`config.mk`:
```
export PLATFORM = sky130hd
export DESIGN_NAME = gpu_rect_scan_ctrl
export DESIGN_NICKNAME = d
export VERILOG_FILES = /design/src/rtl/gpu_rect_scan_ctrl.sv
export SDC_FILE = /design/constraint.sdc
export NUM_CORES = 1
export LEC_CHECK = 0
export ABC_AREA = 1
export BUFFER_PORTS_ARGS = -buffer_cell sky130_fd_sc_hd__buf_4
export CORE_UTILIZATION = 50
export DETAILED_ROUTE_END_ITERATION = 6
export PLACE_DENSITY = 0.72
export SLEW_MARGIN = 20
export SYNTH_ARGS = -nofsm -noshare
export SYNTH_HDL_FRONTEND = slang
export SYNTH_SLANG_ARGS = --single-unit
```
`constraint.sdc`:
```
create_clock -name i_clk -period 3.3 [get_ports i_clk]
set_clock_uncertainty 0.15 [all_clocks]
set_input_delay 0.165 -clock i_clk [delete_from_list [all_inputs] [get_ports i_clk]]
set_output_delay 0.165 -clock i_clk [all_outputs]
set_load 0.05 [all_outputs]
```
`src/rtl/gpu_rect_scan_ctrl.sv`:
```
// Rectangle scan sequencer: walks a screen-space box in even-aligned 2-pixel pairs,
// top to bottom, with edge masking and optional interlaced-field line skipping.
module gpu_rect_scan_ctrl #(
    parameter int unsigned COORD_W = 12
) (
    input  logic               i_clk,
    input  logic               i_rst,
    input  logic               i_start,
    input  logic               i_abort,
    input  logic [COORD_W-1:0] i_x0,
    input  logic [COORD_W-1:0] i_y0,
    input  logic [10:0]        i_width,
    input  logic [9:0]         i_height,
    input  logic               i_interlaceRender,
    input  logic               i_currentField,
    output logic               o_busy,
    output logic               o_pixelValid,
    input  logic               i_pixelReady,
    output logic [COORD_W-1:0] o_pixelX,
    output logic [COORD_W-1:0] o_pixelY,
    output logic [1:0]         o_pairMask,
    output logic               o_lastPixel,
    output logic               o_done
);

    localparam int unsigned CW = COORD_W + 1;
    typedef logic signed [CW-1:0] coord_t;

    typedef enum logic [2:0] {
        StIdle,
        StSetup,
        StScan,
        StNextLine,
        StDone
    } state_e;

    state_e state_q, state_d;

    // One extra bit of headroom so box edges past the top of the coordinate range never wrap.
    coord_t      x0_q, y0_q, end_x_q, end_y_q, x_q, y_q;
    logic [10:0] width_q;
    logic [9:0]  height_q;
    logic        interlace_q, field_q;

    coord_t w_ext, h_ext, off_ext, step;
    coord_t end_x_c, end_y_c, start_x_c, y_first_c;
    coord_t x_p1, x_p2, y_step;
    logic   setup_empty, row_end, col_end;

    assign w_ext     = coord_t'({{(CW-11){1'b0}}, width_q});
    assign h_ext     = coord_t'({{(CW-10){1'b0}}, height_q});
    assign off_ext   = coord_t'({{(CW-1){1'b0}}, interlace_q & (y0_q[0] ^ field_q)});
    assign step      = interlace_q ? coord_t'(2) : coord_t'(1);

    assign end_x_c   = x0_q + w_ext - coord_t'(1);
    assign end_y_c   = y0_q + h_ext - coord_t'(1);
    assign start_x_c = {x0_q[CW-1:1], 1'b0};
    assign y_first_c = y0_q + off_ext;

    assign x_p1      = x_q + coord_t'(1);
    assign x_p2      = x_q + coord_t'(2);
    assign y_step    = y_q + step;

    assign setup_empty = (width_q == '0) || (height_q == '0) || (y_first_c > end_y_c);
    assign row_end     = x_p2 > end_x_q;
    assign col_end     = y_step > end_y_q;

    always_comb begin
        state_d = state_q;
        unique case (state_q)
            StIdle:     if (i_start) state_d = StSetup;
            StSetup:    state_d = setup_empty ? StDone : StScan;
            StScan:     if (i_pixelReady && row_end) state_d = StNextLine;
            StNextLine: state_d = col_end ? StDone : StScan;
            StDone:     state_d = StIdle;
            default:    state_d = StIdle;
        endcase
        // Abort wins over start and ready alike.
        if (i_abort && state_q != StIdle) state_d = StIdle;
    end

    always_ff @(posedge i_clk) begin
        if (i_rst) begin
            state_q <= StIdle;
        end else begin
            state_q <= state_d;
        end
    end

    always_ff @(posedge i_clk) begin
        if (i_rst) begin
            x0_q        <= '0;
            y0_q        <= '0;
            width_q     <= '0;
            height_q    <= '0;
            interlace_q <= 1'b0;
            field_q     <= 1'b0;
            end_x_q     <= '0;
            end_y_q     <= '0;
            x_q         <= '0;
            y_q         <= '0;
        end else begin
            unique case (state_q)
                StIdle: begin
                    if (i_start) begin
                        x0_q        <= coord_t'($signed(i_x0));
                        y0_q        <= coord_t'($signed(i_y0));
                        width_q     <= i_width;
                        height_q    <= i_height;
                        interlace_q <= i_interlaceRender;
                        field_q     <= i_currentField;
                    end
                end
                StSetup: begin
                    end_x_q <= end_x_c;
                    end_y_q <= end_y_c;
                    x_q     <= start_x_c;
                    y_q     <= y_first_c;
                end
                StScan: begin
                    if (i_pixelReady && !row_end) x_q <= x_p2;
                end
                StNextLine: begin
                    x_q <= start_x_c;
                    y_q <= y_step;
                end
                StDone: ;
                default: ;
            endcase
        end
    end

    logic scan;
    assign scan = (state_q == StScan);

    always_comb begin
        o_busy       = (state_q != StIdle);
        o_done       = (state_q == StDone);
        o_pixelValid = scan;
        o_pixelX     = '0;
        o_pixelY     = '0;
        o_pairMask   = '0;
        o_lastPixel  = 1'b0;
        if (scan) begin
            o_pixelX      = x_q[COORD_W-1:0];
            o_pixelY      = y_q[COORD_W-1:0];
            o_pairMask[0] = (x_q >= x0_q) && (x_q <= end_x_q);
            o_pairMask[1] = (x_p1 >= x0_q) && (x_p1 <= end_x_q);
            o_lastPixel   = row_end && col_end;
        end
    end

endmodule

```
==> results by group, run 1 <==
Worst setup path
  • Delay-heaviest family, CP: simple AND/OR/NAND/NOR gates
  • Bufs and invs on worst path: 4
  • CP max stage delay: 0.34 ns
  • Crit path required time: 2.98 ns
  • Critical path's most frequent cell: nand2_2
  • Reg2reg start: y0_q[1]
  • Max FO, Critical Path: 3
  • WS Path Type: reg -> out
  • R2R setup slack: 0.09 ns
  • CP endpoint kind: output pin
  • Crit-path slowest cell: dfxtp_2
  • Crit-path cells: buf_6 > ha_4 > nand3_2 > nand2_2 > nand2_2 > inv_2 > nand4_1 > nand2_1 > inv_2 > or2_4 > ha_4 > nand4_1 > a21oi_1 > nor2_1 > nand2_1 > nand2_1 > nand2_2 > nand2_2 > nor3_4 > buf_6
  • CP startpoint kind: flip-flop
  • Crit Reg-Reg Endpoint: state_q[1]
  • WP data arrival: 3.05 ns
  • Launch point of the worst path: interlace_q
  • Worst Reg-to-Reg Cells: 22

Cells and area
  • Area of the multi-input gates: 5580 um^2
  • Design area: 10700 um^2
  • # diodes: 0
  • Layout area overhead: 25.9%
  • Commonest non-fill, non-tap cells in the layout: inv_1 (247), nand2_1 (191), buf_4 (140), ha_1 (118), a21oi_1 (116)
  • Nets: 1586
  • Filler cells: 1484
  • Layout cells sized above 1: 18.8%
  • Area taken by flip-flops and latches: 2040 um^2
  • Commonest non-fill, non-tap cell in the layout: inv_1

Floorplanning
  • Io pins: 82
  • Die width: 132 um
  • Die height: 132 um
  • DIE AREA: 17500 um^2
  • Starting Density: 51.0%
  • CORE AREA: 16600 um^2
  • Num rows: 47

CTS
  • Htree depth: 3
  • Worst-skew pair later-pin latency: 0.35 ns
  • CTS Root Cell: clkbuf_16
  • Clk sinks: 101
  • TritonCTS buffer count: 9
  • CTS Buffer Depth: 2
  • TritonCTS clock tree: built
  • Worst-path clk slew: 0.08 ns

Detailed routing
  • DR vias: 8444
  • Post-DRT Antenna Nets: 0
  • Residual DRC: 0
  • Wire length per cell: 13.9 um
  • Post-Route WL: 22.7 mm
  • Starting DRT DRC Count: 478
  • Vias per inst: 5.19
  • Router iterations before antenna repair: 5

Synthesis
  • Ys flop type: dfxtp_1
  • Gate Count Post-Synth: 1253
  • Syn. warnings: 0
  • Syn Std Cell Area: 8460 um^2
  • Sequential element share of the synthesized area: 23.9%
  • Library cells used by synthesis: 47
  • Asr flop ratio synth: 0%
  • Syn nets: 1438
  • EDFF count, synth: 0
  • Syn avg cell area: 6.75 um^2
  • Synth Register Bits: 101

STA
  • RSZ-0062 raised after global routing: true
  • Slew margin rel.: 36.1%
  • Final-report setup violation count: 1
  • Worst-Margin Slew: 0.955 ns
  • Setup WS post-layout: -0.0653 ns
  • Slew Limit Fails: 0
  • Worst hold margin: -0.00871 ns
  • Fin crit share: 102%
  • Period minus WS final: 3.37 ns
  • FMAX: 297 MHz
  • Final Hold Vio Count: 2

Outcome
  • Status: finished with violations
  • Failing checks: hold timing, setup timing

Pwr
  • Sw Share: 51.5%
  • Worst IR Drop VDD: 0.520 mV
  • Total power: 12400 uW
  • Power share of the clock group: 8.5%
  • Register share of total power: 16.0%
  • Logic pwr share: 75.6%
  • Net Switching: 6370 uW
  • Pleak: 0.00552 uW
  • Pwr Density: 1160 nW/um^2
  • Internal: 6010 uW

Worst hold path
  • Hold path start: i_x0[6]
  • Hold crit path type: in -> reg
  • Min-Delay Endpoint: x0_q[6]
  • Hold depth: 3

Place
  • Port-buffer cells: 80
  • Placed Area: 9490 um^2
  • Dpl ws: -0.123 ns
  • GPL Wtd Cong: 0.901
  • Detail Placement HPWL: 17.1 mm

Global routing
  • GRT Total Usage: 25.6%
  • Initial antenna violation count: 0
  • Largest net degree at the start of global routing: 49
  • Grt total ovfl: 0
  • First-pass GRT wire length: 36.1 mm
  • Vias in the first global route: 7682

Flow run
  • MaxCap Viol Count: 0
metal layers:
metal / track usage (%) / vias up / routed length, um / part of all wire [%]
li1: - / 4339 / - / -
met1: 36.9 / 3864 / 11200 / 49
met2: 40.7 / 217 / 9890 / 44
met3: 2.73 / 24 / 1270 / 5.6
met4: 6.52 / 0 / 297 / 1.3
met5: 0 / - / 0 / 0
worst max-delay path by stage:
stage / to / cells after the start
2_1_floorplan: state_q[1] / 21
6_report: o_lastPixel / 20
5_1_grt: o_lastPixel / 18
4_1_cts: o_lastPixel / 16
3_3_place_gp: state_q[1] / 21
3_5_place_dp: state_q[1] / 21
area by class of cell:
type | instances | area share, %
multi-input combinational | 843 | 52.4
sequential | 101 | 19.1
timing repair buffer | 183 | 13.9
inverter | 263 | 9.27
tap | 220 | 2.58
clock buffer | 12 | 2.41
clock inverter | 4 | 0.294
synthesized netlist by cell type, drive strengths merged (6+ instances only):
| master | number | share of area, % |
|---|---|---|
| nand3 | 70 | 4.9 |
| clkbuf | 32 | 1.4 |
| inv | 262 | 12 |
| dfxtp | 101 | 24 |
| nand2 | 203 | 9.1 |
| o21ai | 103 | 6.1 |
| a21oi | 125 | 7.4 |
| buf | 14 | 1.0 |
| o211ai | 6 | 0.53 |
| nor2 | 89 | 4.4 |
| xor2 | 31 | 3.2 |
| nand4 | 21 | 1.6 |
| ha | 130 | 19 |
| nor3 | 18 | 1.1 |
state kept, by name, summed over array words and instances (netlist names), 3 cells and up:
| register | count |
|---|---|
| end_x_q | 13 |
| end_y_q | 13 |
| y_q | 13 |
| x0_q | 12 |
| x_q | 12 |
| y0_q | 12 |
| width_q | 11 |
| height_q | 10 |
| state_q | 3 |
tightest hold or removal path: cells and delay by family:
kind,cells,cell delay [ns]
AOI/OAI and AO/OA,2,0.22
buffers and inverters,1,0.07
cells by family (layout without fill, tap and decap cells):
| family | after synthesis | in the layout | synth area share, % |
|---|---|---|---|
| other cells | 1 | 1 | 0.0443 |
| compound gates | 263 | 263 | 16.6 |
| simple gates | 411 | 411 | 21.8 |
| fa+ha+maj | 133 | 133 | 19.9 |
| buf+inv | 309 | 462 | 14.1 |
| xor+xnor | 35 | 35 | 3.62 |
| flops | 101 | 101 | 23.9 |
power groups by stage:
stage | Clock (uW) | Combinational [uW] | Sequential [uW]
6_report | 1050 | 9360 | 1980
5_1_grt | 1110 | 10600 | 2030
4_1_cts | 1070 | 8480 | 1950
3_5_place_dp | 0 | 8160 | 1970
3_3_place_gp | 0 | 7980 | 1960
2_1_floorplan | 0 | 6200 | 1920
through the flow:
step	std cells	util, %	TNS (ns)
final	1626	64.2	-0.0653
after CTS	1618	62.5	-0.125
after detailed placement	1553	57.2	-0.223
after global placement	1553	57.2	-0.00260
after global routing	1626	64.2	-0.538
after floorplan	1253	-	0
repair_timing:
| action | CTS | global route |
|---|---|---|
| setup endpoints to repair | 3 | 15 |
| endpoints found under the hold margin | 41 | 0 |
| hold buffers | 41 | 0 |
| buffers inserted | 8 | 8 |
| pin swaps | 18 | 36 |
| gates resized for setup | 26 | 63 |
Power figures use the tool's default switching activity.
==> run 2, diff against run 1 <==
- CORE_UTILIZATION: 50 -> 45
- PLACE_DENSITY: 0.72 -> 0.66
- SETUP_SLACK_MARGIN: not set -> 0.3
- clock period: 3.3 -> 2.9 ns (I/O delays scaled with it)
==> run 2 against run 1 <==
Compared with the run above: the run ends with DRC, hold timing, setup timing left; wire length is 9.7% higher; clock power rose by 40%; utilization shrank 0.35 points; sequential power grew 12%; non-clock buffer count increased by 72; count of clock-buffer cells in the layout down 3; flip-flop and latch count unchanged; cell count is 5.2% higher; first-iteration DRC count rose by 13%; via count grew 4.3%; die area is 11% higher; critical path depth decreased by 4; critical path type unchanged; critical endpoint unchanged; largest power group unchanged.
==> results by group, run 2 (synthesized netlist as in run 1, its figures left out) <==
STA
  • Setup TNS: -1.12 ns
  • Slew margin rel.: 34.5%
  • Worst hold margin: -0.00735 ns
  • RSZ-0062 raised after global routing: true
  • FMAX: 303 MHz
  • Worst-Margin Slew: 0.979 ns
  • Setup WS post-layout: -0.402 ns
  • Final-report setup violation count: 10
  • Final Hold Vio Count: 1
  • Fin crit share: 114%
  • Period minus WS final: 3.30 ns
  • Slew Limit Fails: 0

Global routing
  • First-pass GRT wire length: 40.7 mm
  • Grt total ovfl: 0
  • Largest net degree at the start of global routing: 77
  • GRT Total Usage: 26.0%
  • Vias in the first global route: 8321
  • Initial antenna violation count: 0

Worst hold path
  • Hold crit path type: in -> reg

CTS
  • Htree depth: 3
  • CTS Buffer Depth: 2
  • CTS Root Cell: clkbuf_16
  • TritonCTS buffer count: 9
  • Worst-skew pair later-pin latency: 0.36 ns
  • Clk sinks: 101
  • TritonCTS clock tree: built
  • Worst-path clk slew: 0.07 ns

Place
  • Detail Placement HPWL: 18.2 mm
  • Port-buffer cells: 80
  • GPL Wtd Cong: 0.889

Pwr
  • Sw Share: 49.9%
  • Register share of total power: 14.1%
  • Internal: 7870 uW
  • Pwr Density: 1350 nW/um^2
  • Power share of the clock group: 9.4%
  • Net Switching: 7840 uW
  • Pleak: 0.00596 uW
  • Total power: 15700 uW
  • Worst IR Drop VDD: 0.608 mV
  • Logic pwr share: 76.5%

Detailed routing
  • Residual DRC: 5
  • DR vias: 8811
  • Post-Route WL: 24.9 mm
  • Router iterations before antenna repair: 7
  • Post-DRT Antenna Nets: 0
  • Wire length per cell: 14.5 um
  • Starting DRT DRC Count: 540
  • Vias per inst: 5.15

Cells and area
  • Nets: 1661
  • # diodes: 0
  • Layout cells sized above 1: 25.5%
  • Filler cells: 1603
  • Layout area overhead: 37.4%
  • Post-layout util: 63.9%
  • Commonest non-fill, non-tap cells in the layout: inv_1 (240), buf_4 (204), nand2_1 (184), ha_1 (112), a21oi_1 (111)
  • Commonest non-fill, non-tap cell in the layout: inv_1
  • Top Registers: end_x_q (13), end_y_q (13), y_q (13)

Flow run
  • MaxCap Viol Count: 0

Outcome
  • Failing checks: DRC, hold timing, setup timing
  • Status: finished with violations

Worst setup path
  • Max FO, Critical Path: 4
  • WS Path Type: reg -> out
  • Critical path's most frequent cell: nand2_2
  • CP endpoint kind: output pin
  • CP max stage delay: 0.39 ns
  • Crit path required time: 2.61 ns
  • Crit-path slowest cell: dfxtp_4
  • WP data arrival: 3.01 ns
  • Crit-path cells: inv_4 > ha_4 > fa_2 > nand3_2 > inv_2 > nand2_2 > xor2_2 > ha_1 > a21oi_1 > a21oi_2 > nor2_1 > nand3b_1 > nand2_2 > nand2_2 > nor3_4 > buf_6
  • CP startpoint kind: flip-flop

Floorplanning
  • Num rows: 49
  • Starting Density: 46.5%
  • Io pins: 82
  • Die height: 139 um
  • Die width: 139 um
  • DIE AREA: 19400 um^2
  • CORE AREA: 18200 um^2
==> run 2: cell count changes in the layout (fill, tap and decap cells not counted), sizes merged <==
cell,previous run,this run
bufinv,0,3
clkbuf,12,9
buf,142,212
nand2,203,206
clkinvlp,3,0
dlygate4sd3,41,43
inv,263,266
==> run 2: power groups by stage <==
stage,combinational (uW),sequential [uW],clock [uW]
floorplan,7350,2200,0
global placement,10300,2180,0
detailed placement,10600,2200,0
CTS,11500,2180,1480
global route,13600,2270,1530
finish,12000,2220,1470
==> run 2: layout make-up <==
class | instances | area, um^2 | area share [%]
clock buffers | 9 | 225 | 1.94
clock inverters | 7 | 125 | 1.08
inverters | 263 | 990 | 8.51
multi-input cells | 846 | 5880 | 50.6
flip-flops and latches | 101 | 2050 | 17.6
well taps | 229 | 287 | 2.46
repair buffers | 255 | 2080 | 17.9
==> run 2: final timing paths <==
check,start,end,slack [ns],cells after the start
worst min-delay path,i_height[7],height_q[7],-0.007,3
worst min register to register,width_q[7],width_q[7],0.34,2
worst max register to register,y0_q[1],state_q[1],-0.31,22
worst max-delay path,interlace_q,o_lastPixel,-0.40,16
==> run 2: metal layers <==
layer  wire, um  global-route usage [%]  part of all wire [%]  vias to the layer above
met5          0                       0                     0                        -
met4        454                    7.08                   1.8                        0
met3       1380                    3.21                   5.5                       36
met2      11100                    41.5                    44                      253
met1      12000                    36.8                    48                     4024
li1           -                       -                     -                     4498
==> run 2: through the flow <==
| step | worst slack (ns) | std cells | cell area, um^2 |
|---|---|---|---|
| global route | -0.559 | 1710 | 11600 |
| finish | -0.402 | 1710 | 11600 |
| floorplan | -0.0614 | 1253 | 8640 |
| CTS | -0.369 | 1707 | 11400 |
| detailed placement | -0.315 | 1631 | 10200 |
| global placement | -0.209 | 1631 | 10200 |
==> run 2: repair_timing <==
item | CTS | global route
setup endpoints to repair | 16 | 19
hold buffers | 43 | 0
pin swaps | 40 | 23
cloned | 3 | 0
buffers inserted | 14 | 3
resized for setup | 57 | 55
endpoints found under the hold margin | 42 | 0
==> run 2: critical path: cells and delay by family, from the launching register on <==
family / cells / cell delay [ns]
AND/OR/NAND/NOR: 7 / 0.69
XOR/XNOR: 1 / 0.17
adder cells (fa/ha/maj): 3 / 0.79
AO/OA/AOI/OAI: 2 / 0.31
buffers and inverters: 3 / 0.29
flip-flops: 1 / 0.39
